File: config.mk
export PLATFORM = sky130hd
export DESIGN_NAME = alu_op_sequencer
export DESIGN_NICKNAME = d
export VERILOG_FILES = /design/src/rtl/alu_op_sequencer.sv
export SDC_FILE = /design/constraint.sdc
export NUM_CORES = 1
export LEC_CHECK = 0
export ABC_AREA = 1
export BUFFER_PORTS_ARGS = -buffer_cell sky130_fd_sc_hd__buf_4
export CELL_PAD_IN_SITES_DETAIL_PLACEMENT = 1
export CELL_PAD_IN_SITES_GLOBAL_PLACEMENT = 1
export CORE_MARGIN = 4
export CORE_UTILIZATION = 41
export CTS_CLUSTER_DIAMETER = 40
export DETAILED_ROUTE_END_ITERATION = 8
export PLACE_DENSITY = 0.84
export SYNTH_ARGS = -nofsm -noshare
export SYNTH_HDL_FRONTEND = slang
export SYNTH_SLANG_ARGS = --single-unit
File: constraint.sdc
create_clock -name clock -period 3.65 [get_ports clock]
set_clock_uncertainty 0.15 [all_clocks]
set_input_delay 0.365 -clock clock [delete_from_list [all_inputs] [get_ports clock]]
set_output_delay 0.365 -clock clock [all_outputs]
set_load 0.02 [all_outputs]
File: src/rtl/alu_op_sequencer.sv
// ALU op decoder and multi-cycle MUL/DIV sequencer.
// Define ALU_SEQ_DIV_EN to build in the restoring divider.
module alu_op_sequencer #(
    parameter int WIDTH = 32
) (
    input  logic             clock,
    input  logic             reset,
    input  logic             start,
    input  logic [5:0]       opcode,
    input  logic [5:0]       opex,
    input  logic [3:0]       ctrl,
    input  logic [WIDTH-1:0] a,
    input  logic [WIDTH-1:0] b,
    output logic [4:0]       alu_sel,
    output logic [WIDTH-1:0] result,
    output logic [WIDTH-1:0] remainder,
    output logic             busy,
    output logic             done,
    output logic             err
);

    localparam int CW = $clog2(WIDTH + 1);

    typedef enum logic [1:0] {
        S_IDLE,
        S_MUL,
        S_DIV,
        S_DONE
    } state_t;

    state_t           state_q;
    logic [4:0]       sel_q, sel_d;
    logic [WIDTH-1:0] res_q, rem_q, a_q, b_q;
    logic [WIDTH-1:0] mul_sum;
    logic [CW-1:0]    cnt_q;
    logic             busy_q, done_q, err_q;
    logic             last;

    always_comb begin
        sel_d = {1'b0, opex[3:0]};
        if (ctrl[0] | ctrl[1])
            sel_d = 5'h1F;
        else if (ctrl[3])
            sel_d = 5'h00;
        else if (opcode[5:4] == 2'b10 || opcode[5:3] == 3'b110)
            sel_d = 5'h1F;
        else if (ctrl[2])
            sel_d = (opcode[4:1] == 4'b1000) ? 5'h1F : {1'b0, opcode[3:0]};
        else if (opex >= 6'h14 && opex <= 6'h19)
            sel_d = 5'h10;
        else if (opex < 6'h12)
            sel_d = opex[4:0];
    end

    assign mul_sum = b_q[0] ? res_q + a_q : res_q;
    assign last    = (cnt_q == CW'(1));

`ifdef ALU_SEQ_DIV_EN
    // Dividend shifts out of res_q as quotient bits shift in.
    logic [WIDTH:0] rem_sh, rem_sub;
    assign rem_sh  = {rem_q, res_q[WIDTH-1]};
    assign rem_sub = rem_sh - {1'b0, b_q};
`endif

    always_ff @(posedge clock) begin
        if (reset) begin
            state_q <= S_IDLE;
            sel_q   <= '0;
            res_q   <= '0;
            rem_q   <= '0;
            a_q     <= '0;
            b_q     <= '0;
            cnt_q   <= '0;
            busy_q  <= 1'b0;
            done_q  <= 1'b0;
            err_q   <= 1'b0;
        end else begin
            unique case (state_q)
                S_IDLE: begin
                    done_q <= 1'b0;
                    if (start) begin
                        sel_q <= sel_d;
                        a_q   <= a;
                        b_q   <= b;
                        res_q <= '0;
                        rem_q <= '0;
                        err_q <= 1'b0;
                        cnt_q <= CW'(WIDTH);
                        if (sel_d == 5'h02) begin
                            state_q <= S_MUL;
                            busy_q  <= 1'b1;
`ifdef ALU_SEQ_DIV_EN
                        end else if (sel_d == 5'h03) begin
                            if (b == '0) begin
                                res_q   <= '1;
                                rem_q   <= a;
                                err_q   <= 1'b1;
                                state_q <= S_DONE;
                                done_q  <= 1'b1;
                            end else begin
                                res_q   <= a;
                                state_q <= S_DIV;
                                busy_q  <= 1'b1;
                            end
`else
                        end else if (sel_d == 5'h03) begin
                            err_q   <= 1'b1;
                            state_q <= S_DONE;
                            done_q  <= 1'b1;
`endif
                        end else begin
                            state_q <= S_DONE;
                            done_q  <= 1'b1;
                        end
                    end
                end
                S_MUL: begin
                    res_q <= mul_sum;
                    a_q   <= a_q << 1;
                    b_q   <= b_q >> 1;
                    cnt_q <= cnt_q - CW'(1);
                    if (last) begin
                        state_q <= S_DONE;
                        busy_q  <= 1'b0;
                        done_q  <= 1'b1;
                    end
                end
`ifdef ALU_SEQ_DIV_EN
                S_DIV: begin
                    if (!rem_sub[WIDTH]) begin
                        rem_q <= rem_sub[WIDTH-1:0];
                        res_q <= {res_q[WIDTH-2:0], 1'b1};
                    end else begin
                        rem_q <= rem_sh[WIDTH-1:0];
                        res_q <= {res_q[WIDTH-2:0], 1'b0};
                    end
                    cnt_q <= cnt_q - CW'(1);
                    if (last) begin
                        state_q <= S_DONE;
                        busy_q  <= 1'b0;
                        done_q  <= 1'b1;
                    end
                end
`else
                S_DIV: begin
                    state_q <= S_IDLE;
                    busy_q  <= 1'b0;
                end
`endif
                S_DONE: begin
                    done_q  <= 1'b0;
                    busy_q  <= 1'b0;
                    state_q <= S_IDLE;
                end
                default: state_q <= S_IDLE;
            endcase
        end
    end

    assign alu_sel   = sel_q;
    assign result    = res_q;
    assign remainder = rem_q;
    assign busy      = busy_q;
    assign done      = done_q;
    assign err       = err_q;

endmodule
==> impl_metrics.toml <==
[finish]
relative_area_change_from_synthesis_to_final_layout_pct = 15.89
design_area_sq_mm = 0.008696
final_net_count = 1421
antenna-diode-count = 0
layout-drive-gt1-share = 0.1506
finalCoreUtilization = 0.4841
stdcell_count = 1537

[setup_path]
worst-path-buf-inv = 0
arrival_ps = 2430
cpPeakStageDelay_ps = 460
cp_max_fo = 5
worst_setup_path_class = "reg2reg"
worst_path_cell_trace = "ha_1 -> fa_1 -> nand3_1 -> nand3_1 -> nand2_1 -> nand2_1 -> nand2_1 -> nand2_2 -> a21oi_1 -> o21ai_0 -> a21oi_1"
crit_slowest_cell = "sky130_fd_sc_hd__fa_1"
regToRegStartpoint = "result[0]$_SDFFE_PP0P_"
r2r_slack_ps = 1370
r2r-end = "result[16]$_SDFFE_PP0P_"
critical_path.startpoint_type = "flop"
setup.worst_path.end_class = "flop"
ff2ff_path_depth = 11
worst-endpoint-required_ps = 3800
cp-startpoint = "result[0]$_SDFFE_PP0P_"
cp_top_family = "adder cells"
path_common_cell = "sky130_fd_sc_hd__nand2_1"

[placed_design]
place_area_sq_mm = 0.008418
place.gp.congestion = 0.9327
port-buffer-count = 122
dp_hpwl_um = 18380
detailedPlace.worstSlack_ps = 1412
placed_cells = 1522

[synthesis]
syn-cell-area_sq_mm = 0.007503
synthXorXnorAreaFrac = 0.002335
asyncSetResetFlopFracSynth = 0
synth_compound_area_frac = 0.1564
yosys-mux-area-fraction = 0
synthCells = 1212
yosys_register_bits = 112
mean_instance_size_in_the_synthesized_netlist_sq_um = 6.191
synthSimpleGateAreaFrac = 0.3612
dominant_combinational_cell_family_by_area_after_synthesis = "simple AND/OR/NAND/NOR gates"
synthAdderAreaFrac = 0.05770
synth_cell_types = 38
most_instantiated_flip_flop_cell_in_the_synthesis_netlist = "sky130_fd_sc_hd__dfxtp_1"
synth-edff-count = 0
yosysSeqAreaShare = 0.2988
yosys_warnings = 0

[global_route]
grt_first_pass_wirelength_um = 39080
pin_count_of_the_biggest_net_entering_global_routing = 129
globalRouteMet1Util = 0.3056
global_route.peak_usage_layer = "met2"
first_global_vias = 7873
grtUsageMet3 = 0.04119
grtUsageTotal = 0.2355
groute.layer.met2.usage = 0.4080
grt_antenna_before_repair = 0
globalRouteOverflowTotal = 0

[cts]
cts_root_buffer = "sky130_fd_sc_hd__clkbuf_16"
clock_tree.buffer_depth = 2
tritoncts_clock_tree = "built"
deepest_level_of_the_cts_h_tree = 3
hold_buffers = 0
numClockSinks = 112
numCtsBuffers = 9
clock_insertion_delay_worst_skew_ps = 360
ctsResizeCount = 0
postCtsSetupBuffers = 0
path_clk_slew_ps = 80

[outcome]
result_of_the_run = "finished, final reports clean"

[die]
placement_rows = 49
initial_core_util = 0.4177
num_io_pins = 155
die_h_um = 143.3
die_area_sq_mm = 0.02053
placeableCoreArea_sq_mm = 0.01796
floorplan.die.width_um = 143.3

[run]
cap_viol_max_count = 0

[worst_hold_path]
min_path_cells = 2
class_of_the_most_critical_hold_timing_path = "in2reg"
min_delay_worst_endpoint = "a_q[0]$_SDFFE_PP0P_"
worst_hold_startpoint = "a[0]"

[timing]
postLayoutSetupSlackWorst_ps = 1367
hold_viol = 0
transition_time_of_the_tightest_slew_check_pin_ps = 1075
clock.fmax_ghz = 0.4380
post-route-period-util = 0.6255
finalSetupViolCount = 0
maxSlewViolCount = 0
period_minus_slack_ps = 2283
slew_headroom = 0.2832
rsz_0062_raised_after_global_routing = "false"
setup-tns-final_ps = 0

[route]
drt_first_pass_iters = 5
drc_errors = 0
antenna_left = 0
routed_wirelength_um = 24120
routed_wire_length_per_instance_um = 15.69
drt_first_iter_violations = 428
vias_per_cell = 5.135
dr_total_vias = 7892

[power]
power_dens_cells_mw_per_mm2 = 351.2
leakagePower_uw = 0.004370
vdd_drop_max_mv = 0.2687
cells by family after synthesis:
group,after synthesis
AND/OR/NAND/NOR,638
buffers and inverters,202
XOR/XNOR,2
other,1
flip-flops,112
adder cells (fa/ha/maj),34
AO/OA/AOI/OAI,223
final cells by class:
| class | count | area, sq um |
|---|---|---|
| fill | 2516 | 9268 |
| multi-input combinational | 929 | 4454 |
| sequential | 112 | 2242 |
| timing repair buffer | 127 | 965.9 |
| inverter | 125 | 469.2 |
| tap | 229 | 286.5 |
| clock buffer | 9 | 225.2 |
| clock inverter | 6 | 52.55 |
synthesized netlist by cell type (5+ instances only):
library cell	instances	share of area
sky130_fd_sc_hd__inv_2	8	0.0040
sky130_fd_sc_hd__or2_2	7	0.0058
sky130_fd_sc_hd__nor2_1	43	0.022
sky130_fd_sc_hd__a31oi_1	7	0.0058
sky130_fd_sc_hd__nor2_2	7	0.0058
sky130_fd_sc_hd__inv_1	117	0.059
sky130_fd_sc_hd__clkbuf_1	21	0.011
sky130_fd_sc_hd__dfxtp_1	112	0.30
sky130_fd_sc_hd__a21oi_1	121	0.081
sky130_fd_sc_hd__buf_2	18	0.012
sky130_fd_sc_hd__buf_4	38	0.038
sky130_fd_sc_hd__ha_1	33	0.055
sky130_fd_sc_hd__nand3_1	63	0.042
sky130_fd_sc_hd__o21ai_0	78	0.052
sky130_fd_sc_hd__nand4_1	8	0.0067
sky130_fd_sc_hd__nand2_2	17	0.014
sky130_fd_sc_hd__nand2_1	463	0.23
sky130_fd_sc_hd__and2_1	5	0.0042
metrics by stage:
step,total power [uW],hold slack [ps]
4_1_cts,3080,59.74
3_5_place_dp,2094,308.9
3_3_place_gp,2074,302.5
6_report,3054,76.87
2_1_floorplan,1895,293.7
5_1_grt,3231,75.80
sequential cells by signal (all words and copies together) (netlist names):
register  flops
b_q          32
busy          1
a_q          32
result       32
err           1
state_q       2
cnt_q         6
done          1
alu_sel       5
worst max-delay path by stage:
| stage | end | slack [ps] | cells after the start |
|---|---|---|---|
| 4_1_cts | result[20]$_SDFFE_PP0P_ | 1390 | 13 |
| 6_report | result[16]$_SDFFE_PP0P_ | 1370 | 11 |
| 2_1_floorplan | result[20]$_SDFFE_PP0P_ | 1600 | 13 |
| 3_3_place_gp | a_q[22]$_SDFFE_PP0P_ | 1450 | 8 |
| 5_1_grt | result[24]$_SDFFE_PP0P_ | 1150 | 13 |
| 3_5_place_dp | result[20]$_SDFFE_PP0P_ | 1410 | 13 |
layer usage:
layer	vias up	share of wire
li1	3972	-
met1	3698	0.45
met2	191	0.48
met3	31	0.053
met4	0	0.018
met5	-	0
power breakdown:
group	leakage (uW)	internal [uW]	switching, uW
clock network	0.000136	474	515
logic	0.00332	239	432
registers	0.000915	1310	80.6
total	0.00437	2030	1030
layout by cell type, fill, tap and decap left out, types with 2 or more instances in the layout:
cell | netlist | final
sky130_fd_sc_hd__inv_8 | 0 | 2
sky130_fd_sc_hd__nor2_4 | 4 | 4
sky130_fd_sc_hd__or2_2 | 7 | 7
sky130_fd_sc_hd__nand3_1 | 63 | 63
sky130_fd_sc_hd__nand3_2 | 2 | 2
sky130_fd_sc_hd__nor3_2 | 4 | 4
sky130_fd_sc_hd__nand3b_1 | 3 | 3
sky130_fd_sc_hd__a21o_1 | 4 | 4
sky130_fd_sc_hd__nand2_2 | 17 | 17
sky130_fd_sc_hd__clkbuf_16 | 0 | 9
sky130_fd_sc_hd__nand2_1 | 463 | 463
sky130_fd_sc_hd__inv_1 | 117 | 117
sky130_fd_sc_hd__a32o_1 | 2 | 2
sky130_fd_sc_hd__o21ai_1 | 2 | 2
sky130_fd_sc_hd__nand4_1 | 8 | 8
sky130_fd_sc_hd__nor2_1 | 43 | 43
sky130_fd_sc_hd__a21oi_2 | 4 | 4
sky130_fd_sc_hd__a31oi_1 | 7 | 7
sky130_fd_sc_hd__xor2_1 | 2 | 2
sky130_fd_sc_hd__or2_1 | 3 | 3
sky130_fd_sc_hd__o21bai_1 | 4 | 4
sky130_fd_sc_hd__nor2_2 | 7 | 7
sky130_fd_sc_hd__a21oi_1 | 121 | 121
sky130_fd_sc_hd__inv_2 | 8 | 8
sky130_fd_sc_hd__conb_1 | 1 | 32
sky130_fd_sc_hd__ha_1 | 33 | 33
sky130_fd_sc_hd__o21ai_0 | 78 | 78
sky130_fd_sc_hd__dfxtp_1 | 112 | 112
sky130_fd_sc_hd__and2_1 | 5 | 5
sky130_fd_sc_hd__buf_4 | 38 | 126
sky130_fd_sc_hd__nor3_1 | 4 | 4
Power figures use the tool's default switching activity.
